### config.mk
export PLATFORM = sky130hd
export DESIGN_NAME = dom_sqscmul_gf2n_pipe_flat
export DESIGN_NICKNAME = d
export VERILOG_FILES = /design/src/rtl/dom_sqscmul_gf2n_pipe_if.sv /design/src/rtl/dom_sqscmul_gf2n_pipe.sv /design/src/flat_wrapper.sv
export SDC_FILE = /design/constraint.sdc
export NUM_CORES = 1
export LEC_CHECK = 0
export CAP_MARGIN = 20
export CORE_ASPECT_RATIO = 0.8
export CORE_MARGIN = 1
export CORE_UTILIZATION = 40
export DETAILED_ROUTE_END_ITERATION = 6
export PLACE_DENSITY = 0.62
export SKIP_CTS_REPAIR_TIMING = 1
export SLEW_MARGIN = 20
export SYNTH_ARGS = -nofsm -noshare
export SYNTH_HDL_FRONTEND = slang
export SYNTH_SLANG_ARGS = --single-unit
### constraint.sdc
create_clock -name ClkxCI -period 1.6 [get_ports ClkxCI]
set_input_delay 0.32 -clock ClkxCI [delete_from_list [all_inputs] [get_ports ClkxCI]]
set_output_delay 0.32 -clock ClkxCI [all_outputs]
set_load 0.01 [all_outputs]
### src/rtl/dom_sqscmul_gf2n_pipe_if.sv
// Valid/ready share bus for the masked GF(2^N) square-scale multiplier.
// The master drives operand shares and randomness; the slave returns result shares.
interface dom_sqscmul_gf2n_pipe_if #(
    parameter int N      = 2,
    parameter int SHARES = 2
);
    localparam int NPAIR = SHARES * (SHARES - 1) / 2;

    logic                    InValidxSI;
    logic                    InReadyxSO;
    logic [N*SHARES-1:0]     _XxDI;
    logic [N*SHARES-1:0]     _YxDI;
    logic [N*NPAIR-1:0]      _ZxDI;
    logic                    OutValidxSO;
    logic                    OutReadyxSI;
    logic [N*SHARES-1:0]     _QxDO;

    modport master (
        output InValidxSI, _XxDI, _YxDI, _ZxDI, OutReadyxSI,
        input  InReadyxSO, OutValidxSO, _QxDO
    );

    modport slave (
        input  InValidxSI, _XxDI, _YxDI, _ZxDI, OutReadyxSI,
        output InReadyxSO, OutValidxSO, _QxDO
    );
endinterface

### src/rtl/dom_sqscmul_gf2n_pipe.sv
// DOM-indep masked Q = X*Y ^ sqsc(X^Y) over GF(2^N) (N = 2 or 4), normal basis.
// Optional randomness-usage counter port RndCntxDO when DOM_SQSCMUL_RND_CNT_EN is defined.
module dom_sqscmul_gf2n_pipe #(
    parameter int N       = 2,
    parameter int SHARES  = 2,
    parameter int OUT_REG = 0
) (
    input  logic ClkxCI,
    input  logic RstxSI,
    dom_sqscmul_gf2n_pipe_if.slave bus_io
`ifdef DOM_SQSCMUL_RND_CNT_EN
    ,
    output logic [31:0] RndCntxDO
`endif
);

    localparam int NPAIR = SHARES * (SHARES - 1) / 2;
    localparam int NTERM = SHARES + 1;  // SHARES product terms plus one sqsc term per domain

    if (N != 2 && N != 4) begin : g_bad_n
        $error("dom_sqscmul_gf2n_pipe: N must be 2 or 4");
    end
    if (SHARES < 2) begin : g_bad_shares
        $error("dom_sqscmul_gf2n_pipe: SHARES must be >= 2");
    end
    if (OUT_REG != 0 && OUT_REG != 1) begin : g_bad_oreg
        $error("dom_sqscmul_gf2n_pipe: OUT_REG must be 0 or 1");
    end

    // GF(2^2) normal-basis cells {W^2, W}; identity is 2'b11 and N = W^2.
    function automatic logic [1:0] gf4_mul(input logic [1:0] x, input logic [1:0] y);
        logic e;
        e = (x[1] ^ x[0]) & (y[1] ^ y[0]);
        return {(x[1] & y[1]) ^ e, (x[0] & y[0]) ^ e};
    endfunction

    function automatic logic [1:0] gf4_sq(input logic [1:0] x);
        return {x[0], x[1]};
    endfunction

    function automatic logic [1:0] gf4_scl_n(input logic [1:0] x);
        return {x[0], x[1] ^ x[0]};
    endfunction

    function automatic logic [1:0] gf4_scl_n2(input logic [1:0] x);
        return {x[1] ^ x[0], x[1]};
    endfunction

    function automatic logic [1:0] gf4_sqsc(input logic [1:0] x);
        return gf4_scl_n(gf4_sq(x));
    endfunction

    // GF(2^4) built as a tower over the GF(2^2) cells above.
    function automatic logic [3:0] gf16_mul(input logic [3:0] x, input logic [3:0] y);
        logic [1:0] e;
        e = gf4_scl_n(gf4_mul(x[3:2] ^ x[1:0], y[3:2] ^ y[1:0]));
        return {gf4_mul(x[3:2], y[3:2]) ^ e, gf4_mul(x[1:0], y[1:0]) ^ e};
    endfunction

    function automatic logic [3:0] gf16_sq_scl(input logic [3:0] x);
        return {gf4_sq(x[3:2] ^ x[1:0]), gf4_scl_n2(gf4_sq(x[1:0]))};
    endfunction

    logic [N-1:0]        x_s    [SHARES];
    logic [N-1:0]        y_s    [SHARES];
    logic [N-1:0]        z_s    [NPAIR];
    logic [N-1:0]        term_d [SHARES][NTERM];
    logic [N-1:0]        term_q [SHARES][NTERM];
    logic [N*SHARES-1:0] q_comb;
    logic                v1_q;
    logic                v1_d;
    logic                s1_ready;
    logic                accept;

    for (genvar p = 0; p < NPAIR; p++) begin : g_z
        assign z_s[p] = bus_io._ZxDI[p*N +: N];
    end

    for (genvar i = 0; i < SHARES; i++) begin : g_dom
        assign x_s[i] = bus_io._XxDI[i*N +: N];
        assign y_s[i] = bus_io._YxDI[i*N +: N];

        if (N == 2) begin : g_sq2
            assign term_d[i][SHARES] = gf4_sqsc(x_s[i] ^ y_s[i]);
        end else begin : g_sq4
            assign term_d[i][SHARES] = gf16_sq_scl(x_s[i] ^ y_s[i]);
        end

        for (genvar j = 0; j < SHARES; j++) begin : g_term
            logic [N-1:0] prod;
            if (N == 2) begin : g_m2
                assign prod = gf4_mul(x_s[i], y_s[j]);
            end else begin : g_m4
                assign prod = gf16_mul(x_s[i], y_s[j]);
            end

            if (j == i) begin : g_inner
                assign term_d[i][j] = prod;
            end else begin : g_cross
                localparam int PA = (i < j) ? i : j;
                localparam int PB = (i < j) ? j : i;
                localparam int ZI = PA * SHARES - PA * (PA + 1) / 2 + (PB - PA - 1);
                // Blinded by the pair's Z before the register; never merged with other cross terms here.
                assign term_d[i][j] = prod ^ z_s[ZI];
            end
        end
    end

    assign accept            = bus_io.InValidxSI & s1_ready;
    assign bus_io.InReadyxSO = s1_ready;
    assign v1_d              = s1_ready ? bus_io.InValidxSI : v1_q;

    // NOTE: sequential state uses non-blocking assignments so every register samples pre-edge values.
    always_ff @(posedge ClkxCI) begin
        if (RstxSI) begin
            v1_q <= 1'b0;
            // NOTE: the term array is a handful of pipeline flops, not a RAM, so clearing it on reset is cheap and keeps _QxDO at 0.
            for (int i = 0; i < SHARES; i++) begin
                for (int j = 0; j < NTERM; j++) begin
                    term_q[i][j] <= '0;
                end
            end
        end else begin
            v1_q <= v1_d;
            if (accept) begin
                term_q <= term_d;
            end
        end
    end

    // NOTE: q_comb gets a full default before accumulation so no latch is inferred.
    always_comb begin
        q_comb = '0;
        for (int i = 0; i < SHARES; i++) begin
            for (int j = 0; j < NTERM; j++) begin
                q_comb[i*N +: N] = q_comb[i*N +: N] ^ term_q[i][j];
            end
        end
    end

    if (OUT_REG != 0) begin : g_oreg
        logic                v2_q;
        logic                v2_d;
        logic                s2_ready;
        logic                adv2;
        logic [N*SHARES-1:0] q2_q;

        assign s2_ready = ~v2_q | bus_io.OutReadyxSI;
        assign s1_ready = ~v1_q | s2_ready;
        assign adv2     = v1_q & s2_ready;
        assign v2_d     = s2_ready ? v1_q : v2_q;

        always_ff @(posedge ClkxCI) begin
            if (RstxSI) begin
                v2_q <= 1'b0;
                q2_q <= '0;
            end else begin
                v2_q <= v2_d;
                if (adv2) begin
                    q2_q <= q_comb;
                end
            end
        end

        assign bus_io.OutValidxSO = v2_q;
        assign bus_io._QxDO       = q2_q;
    end else begin : g_noreg
        assign s1_ready           = ~v1_q | bus_io.OutReadyxSI;
        assign bus_io.OutValidxSO = v1_q;
        assign bus_io._QxDO       = q_comb;
    end

`ifdef DOM_SQSCMUL_RND_CNT_EN
    localparam logic [32:0] RND_INC = 33'(N * NPAIR);

    logic [31:0] rnd_cnt_q;
    logic [31:0] rnd_cnt_d;
    logic [32:0] rnd_sum;

    // Saturates at all-ones instead of wrapping.
    assign rnd_sum   = {1'b0, rnd_cnt_q} + RND_INC;
    assign rnd_cnt_d = rnd_sum[32] ? 32'hFFFF_FFFF : rnd_sum[31:0];

    always_ff @(posedge ClkxCI) begin
        if (RstxSI) begin
            rnd_cnt_q <= '0;
        end else if (accept) begin
            rnd_cnt_q <= rnd_cnt_d;
        end
    end

    assign RndCntxDO = rnd_cnt_q;
`endif

endmodule

### src/flat_wrapper.sv
// flat-port wrapper written by rule: the top's interface ports become plain ports
module dom_sqscmul_gf2n_pipe_flat 
#(
    parameter int N       = 2,
    parameter int SHARES  = 2,
    parameter int OUT_REG = 0
)
  (ClkxCI, RstxSI, bus_io_InValidxSI, bus_io__XxDI, bus_io__YxDI, bus_io__ZxDI, bus_io_OutReadyxSI, bus_io_InReadyxSO, bus_io_OutValidxSO, bus_io__QxDO);
  dom_sqscmul_gf2n_pipe_if #(.N(N), .SHARES(SHARES)) bus_io_i ();
  input  logic ClkxCI;
  input  logic RstxSI;
  input wire logic [$bits(bus_io_i.InValidxSI)-1:0] bus_io_InValidxSI;
  input wire logic [$bits(bus_io_i._XxDI)-1:0] bus_io__XxDI;
  input wire logic [$bits(bus_io_i._YxDI)-1:0] bus_io__YxDI;
  input wire logic [$bits(bus_io_i._ZxDI)-1:0] bus_io__ZxDI;
  input wire logic [$bits(bus_io_i.OutReadyxSI)-1:0] bus_io_OutReadyxSI;
  output wire logic [$bits(bus_io_i.InReadyxSO)-1:0] bus_io_InReadyxSO;
  output wire logic [$bits(bus_io_i.OutValidxSO)-1:0] bus_io_OutValidxSO;
  output wire logic [$bits(bus_io_i._QxDO)-1:0] bus_io__QxDO;
  assign bus_io_i.InValidxSI = bus_io_InValidxSI;
  assign bus_io_i._XxDI = bus_io__XxDI;
  assign bus_io_i._YxDI = bus_io__YxDI;
  assign bus_io_i._ZxDI = bus_io__ZxDI;
  assign bus_io_i.OutReadyxSI = bus_io_OutReadyxSI;
  assign bus_io_InReadyxSO = bus_io_i.InReadyxSO;
  assign bus_io_OutValidxSO = bus_io_i.OutValidxSO;
  assign bus_io__QxDO = bus_io_i._QxDO;
  dom_sqscmul_gf2n_pipe #(.N(N), .SHARES(SHARES), .OUT_REG(OUT_REG)) u_core (.ClkxCI(ClkxCI), .RstxSI(RstxSI), .bus_io(bus_io_i));
endmodule
---- Yosys cells after proc, flatten, opt, wreduce, memory -nomap -nowiden ----
Cells that the tools add are included.
word-level totals
  flip-flop bits (word level) ............. 13
cells by class
  bitwise logic cells ..................... 37
operators with widths
  kind               number
  XOR 2 bit          8
  XOR 1 bit          14
  bitwise AND 1 bit  13
  NOT 1 bit          1
  OR 1 bit           1

---- Depth between registers and ports, before layout ----
  depth after elaboration ................. 4
  gate-level depth with buffers ........... 6

---- Least setup slack after synthesis ----
OpenSTA, ideal clock, no wires.
  path kind ............................... in2reg
  start ................................... input port bus_io__YxDI[2]
  end ..................................... register u_core.term_q[9] (netlist bit)
  stages on the path ...................... 4
  library setup time ...................... 58 ps
  required time ........................... 1,542 ps
  path buffers ............................ 0
  arrival time ............................ 1,194 ps
  path slack .............................. 348 ps
  path through ............................ mux2_4 -> a211oi_2 -> mux2_1 -> nand2_1
on the way
  word-level cells in the longest chain between the ends .. 4
ends and longest elaborated chain
  item                    line                          source
  start: declaration      flat_wrapper.sv:14            input wire logic [$bits(bus_io_i._YxDI)-1:0] bus_io__YxDI;
  XOR 1 bit               dom_sqscmul_gf2n_pipe.sv:33   e = (x[1] ^ x[0]) & (y[1] ^ y[0]);
  bitwise AND 1 bit       dom_sqscmul_gf2n_pipe.sv:33
  XOR 1 bit               dom_sqscmul_gf2n_pipe.sv:34   return {(x[1] & y[1]) ^ e, (x[0] & y[0]) ^ e};
  XOR 2 bit               dom_sqscmul_gf2n_pipe.sv:104  assign term_d[i][j] = prod ^ z_s[ZI];
  end signal: assignment  dom_sqscmul_gf2n_pipe.sv:126  term_q <= term_d;
  end: declaration        dom_sqscmul_gf2n_pipe.sv:68   logic [N-1:0] term_q [SHARES][NTERM];
Every way passes these cells.
A chain may end at the register's enable or synchronous reset.

---- Worst setup path in the final report ----
Same ends and word-level chain as after synthesis.

==> impl_metrics.csv <==
group,metric,value,unit
sta,tns,0,ns
final_layout,drive_gt1_share,28.8,%
hold_path,hold_end,"u_core.term_q[7]$_SDFFE_PP0P_",
clocking,clock-root-buffer,"clkbuf_4",
sta,fin_worst_skew,0.00170,ns
critical_path,worstPathRequired,1.82,ns
final_layout,num-nets-final,158,
critical_path,worst_setup_path_end_kind,"flip-flop",
placed_design,place_hpwl,1620,µm
sta,setup_viol,0,
power_and_ir_drop,ir_worst_vdd,0.000619,V
critical_path,worstPathCellList,"clkdlybuf4s50_1, mux2_4, a211oi_2, mux2_4, nand2_1",
floorplan,core_area,2180,µm²
sta,fin_crit,1.57,ns
global_routing,grt.met3_usage,6.02,%
clocking,clk-insertion-delay-late,0.28,ns
critical_path,r2r_setup_slack,0.37,ns
critical_path,arrival,1.79,ns
power_and_ir_drop,pwr-share-comb,38.3,%
final_layout,multi_input_area,651,µm²
synth,synth_cell_types,28,
run,cap_violations,0,
detailed_routing,wl_per_cell,12.2,µm
detailed_routing,drt_first_pass_iters,4,
synth,synth_top_cell_by_area,"dfxtp_1",
critical_path,critPathKind,"in2reg",
critical_path,critPathSlowestCell,"clkdlybuf4s50_1",
global_routing,met2_usage,31.8,%
power_and_ir_drop,p_leak,0.000558,µW
clocking,htree_levels,1,
placed_design,place_inst,160,
clocking,clk_pin_slew,0.08,ns
floorplan,die_y,45.1,µm
placed_design,gp_congestion,0.737,
global_routing,antenna_found_initial,0,
sta,rsz0062_at_grt,"no",
power_and_ir_drop,switchingPower,276,µW
synth,synth.most_common_cell,"xnor2_1",
synth,synthTopCellsByArea,"dfxtp_1, xnor2_1, a211oi_2",
clocking,clockBufferDepth,2,
synth,yosysSeqAreaShare,28.0,%
final_layout,layout.cells.non_filler,164,
detailed_routing,num_vias,836,
power_and_ir_drop,pwr-share-clk,21.8,%
critical_path,reg2regPathDepth,6,
status,status,"completed",
clocking,cts_num_sinks,13,
critical_path,cp_common_cell,"mux2_4",
clocking,cts_made_buffers,3,
synth,syn_area,930,µm²
power_and_ir_drop,p_per_area,703,nW/µm²
global_routing,grt_pass1_wl,3350,µm
detailed_routing,first_iter_violations,14,
hold_path,min_delay_path_depth,2,
final_layout,area_growth,43.5,%
floorplan,dieArea,2520,µm²
sta,period_share,98.2,%
critical_path,cp-start-kind,"input port",
synth,ys_ff_latch,13,
floorplan,fp.dieW,55.9,µm
critical_path,r2r-start,"u_core.bus_io.OutValidxSO$_SDFFE_PP0P_",
power_and_ir_drop,power.internal,661,µW
synth,synth_edf_count,0,
synth,synth_ff_type,"dfxtp_1",
synth,synth_common_cells,"xnor2_1, dfxtp_1, nand2_1, nor2_1, nand3b_1",
final_layout,antenna_cells,0,
placed_design,port_buffers,19,
power_and_ir_drop,switching_share,29.5,%
critical_path,crit_buf_inv,1,
hold_path,hold_path.class,"reg2reg",
synth,syn-num-nets,116,
synth,synth_warnings,0,
critical_path,path_max_fanout,3,
clocking,cts_tree,"done",
critical_path,r2r-end,"u_core.term_q[0]$_SDFFE_PP0P_",
floorplan,rows,15,
floorplan,io_pins,20,
sta,maxSlewHeadroom,83.3,%
detailed_routing,drtAntennaViolNets,0,
global_routing,grtUsageTotal,17.9,%
critical_path,crit_start,"bus_io__YxDI[2]",
synth,postSynth.asyncResetShare,0,%
global_routing,top_usage_layer,"met2",
global_routing,grt_max_degree,13,
power_and_ir_drop,seq_power_share,39.9,%
synth,syn_inst,98,
sta,final_hold_viol_count,0,
global_routing,use_met1,21.8,%
critical_path,slowest_delay,0.52,ns
detailed_routing,routed_wl,2000,µm
final_layout,ff_latch_area,262,µm²
sta,fmax,637,MHz
synth,synth.avg_cell_area,9.49,µm²
sta,slew_violations,0,
detailed_routing,drc_errors,0,
sta,worst_pin_slew,0.250,ns
floorplan,initial_core_util,42.7,%
final_layout,num-fill-cells,196,
detailed_routing,via_per_inst,5.10,
global_routing,grt_pass1_vias,767,
hold_path,min_from,"u_core.term_q[7]$_SDFFE_PP0P_",
synth,netlist.area_leader.share,28.0,%
critical_path,crit_family,"multiplexers",
global_routing,overflow,0,
[tightest hold or removal path, stage by stage (launching register included)]
cell,delay [ns]
dfxtp_1,0.33
nand2_1,0.06
a21oi_1,0.05
[power groups by stage]
stage	clock [µW]	sequential [µW]	combinational [µW]
finish	205	374	359
global route	228	378	392
CTS	209	372	368
detailed placement	0	379	365
global placement	0	378	359
floorplan	0	376	198
[cells by family (layout without fill, tap and decap cells)]
family | after synthesis | count (layout) | synth area share (%)
xor gates and xnor gates | 18 | 18 | 17.0
and+or+nand+nor | 40 | 40 | 26.2
muxes | 3 | 3 | 4.04
DFF | 13 | 13 | 28.0
AOI/OAI and AO/OA | 16 | 16 | 16.2
adders and majority gates | 4 | 4 | 5.38
buffers and inverters | 4 | 45 | 3.23
[metal layers]
metal | wire (µm) | vias to the layer above
met5 | 0 | -
met4 | 0 | 0
met3 | 60 | 0
met2 | 1020 | 8
met1 | 915 | 395
li1 | - | 433
[how the worst max path moves through the flow]
| stage | end | depth (start not counted) | slack, ns |
|---|---|---|---|
| 2_1_floorplan | u_core.term_q[9]$_SDFFE_PP0P_ | 4 | 0.35 |
| 3_3_place_gp | u_core.term_q[9]$_SDFFE_PP0P_ | 5 | -0.21 |
| 3_5_place_dp | u_core.term_q[9]$_SDFFE_PP0P_ | 5 | -0.26 |
| 4_1_cts | bus_io__QxDO[2] | 3 | -0.22 |
| 5_1_grt | u_core.term_q[9]$_SDFFE_PP0P_ | 5 | 0.007 |
| 6_report | u_core.term_q[9]$_SDFFE_PP0P_ | 5 | 0.03 |
[cell usage in the layout, fill, tap and decap left out, types with 4 or more instances in the layout]
master            n
dlymetal6s2s_1    5
o211ai_1          4
dfxtp_1          12
nand3b_1          7
a211oi_2          6
nand3_1           4
ha_1              4
nand2_1           8
xnor2_1          17
nor2_1            8
buf_4            21
clkdlybuf4s50_1  14
[state kept, by name, summed over array words and instances (netlist names)]
name / flops
u_core.term_q: 12
u_core.bus_io.OutValidxSO: 1
[layout make-up]
cell class	instances	area share (%)
Timing Repair Buffer	40	27.0
Sequential cell	13	19.6
Inverter	1	0.281
Clock buffer	4	1.97
Multi-Input combinational cell	81	48.8
Tap cell	25	2.35
[metrics by stage]
| step | total power, µW | instance area (µm²) | worst slack [ns] | util [%] | hold slack (ns) |
|---|---|---|---|---|---|
| global route | 998 | 1330 | 0.00719 | 61.3 | 0.505 |
| CTS | 949 | 1310 | -0.224 | 60.1 | 0.474 |
| global placement | 737 | 1280 | -0.210 | 58.9 | 0.457 |
| finish | 937 | 1330 | 0.0296 | 61.3 | 0.475 |
| floorplan | 574 | 930 | 0.348 | - | 0.449 |
| detailed placement | 744 | 1280 | -0.264 | 58.9 | 0.463 |
(Power assumes the default switching activity.)
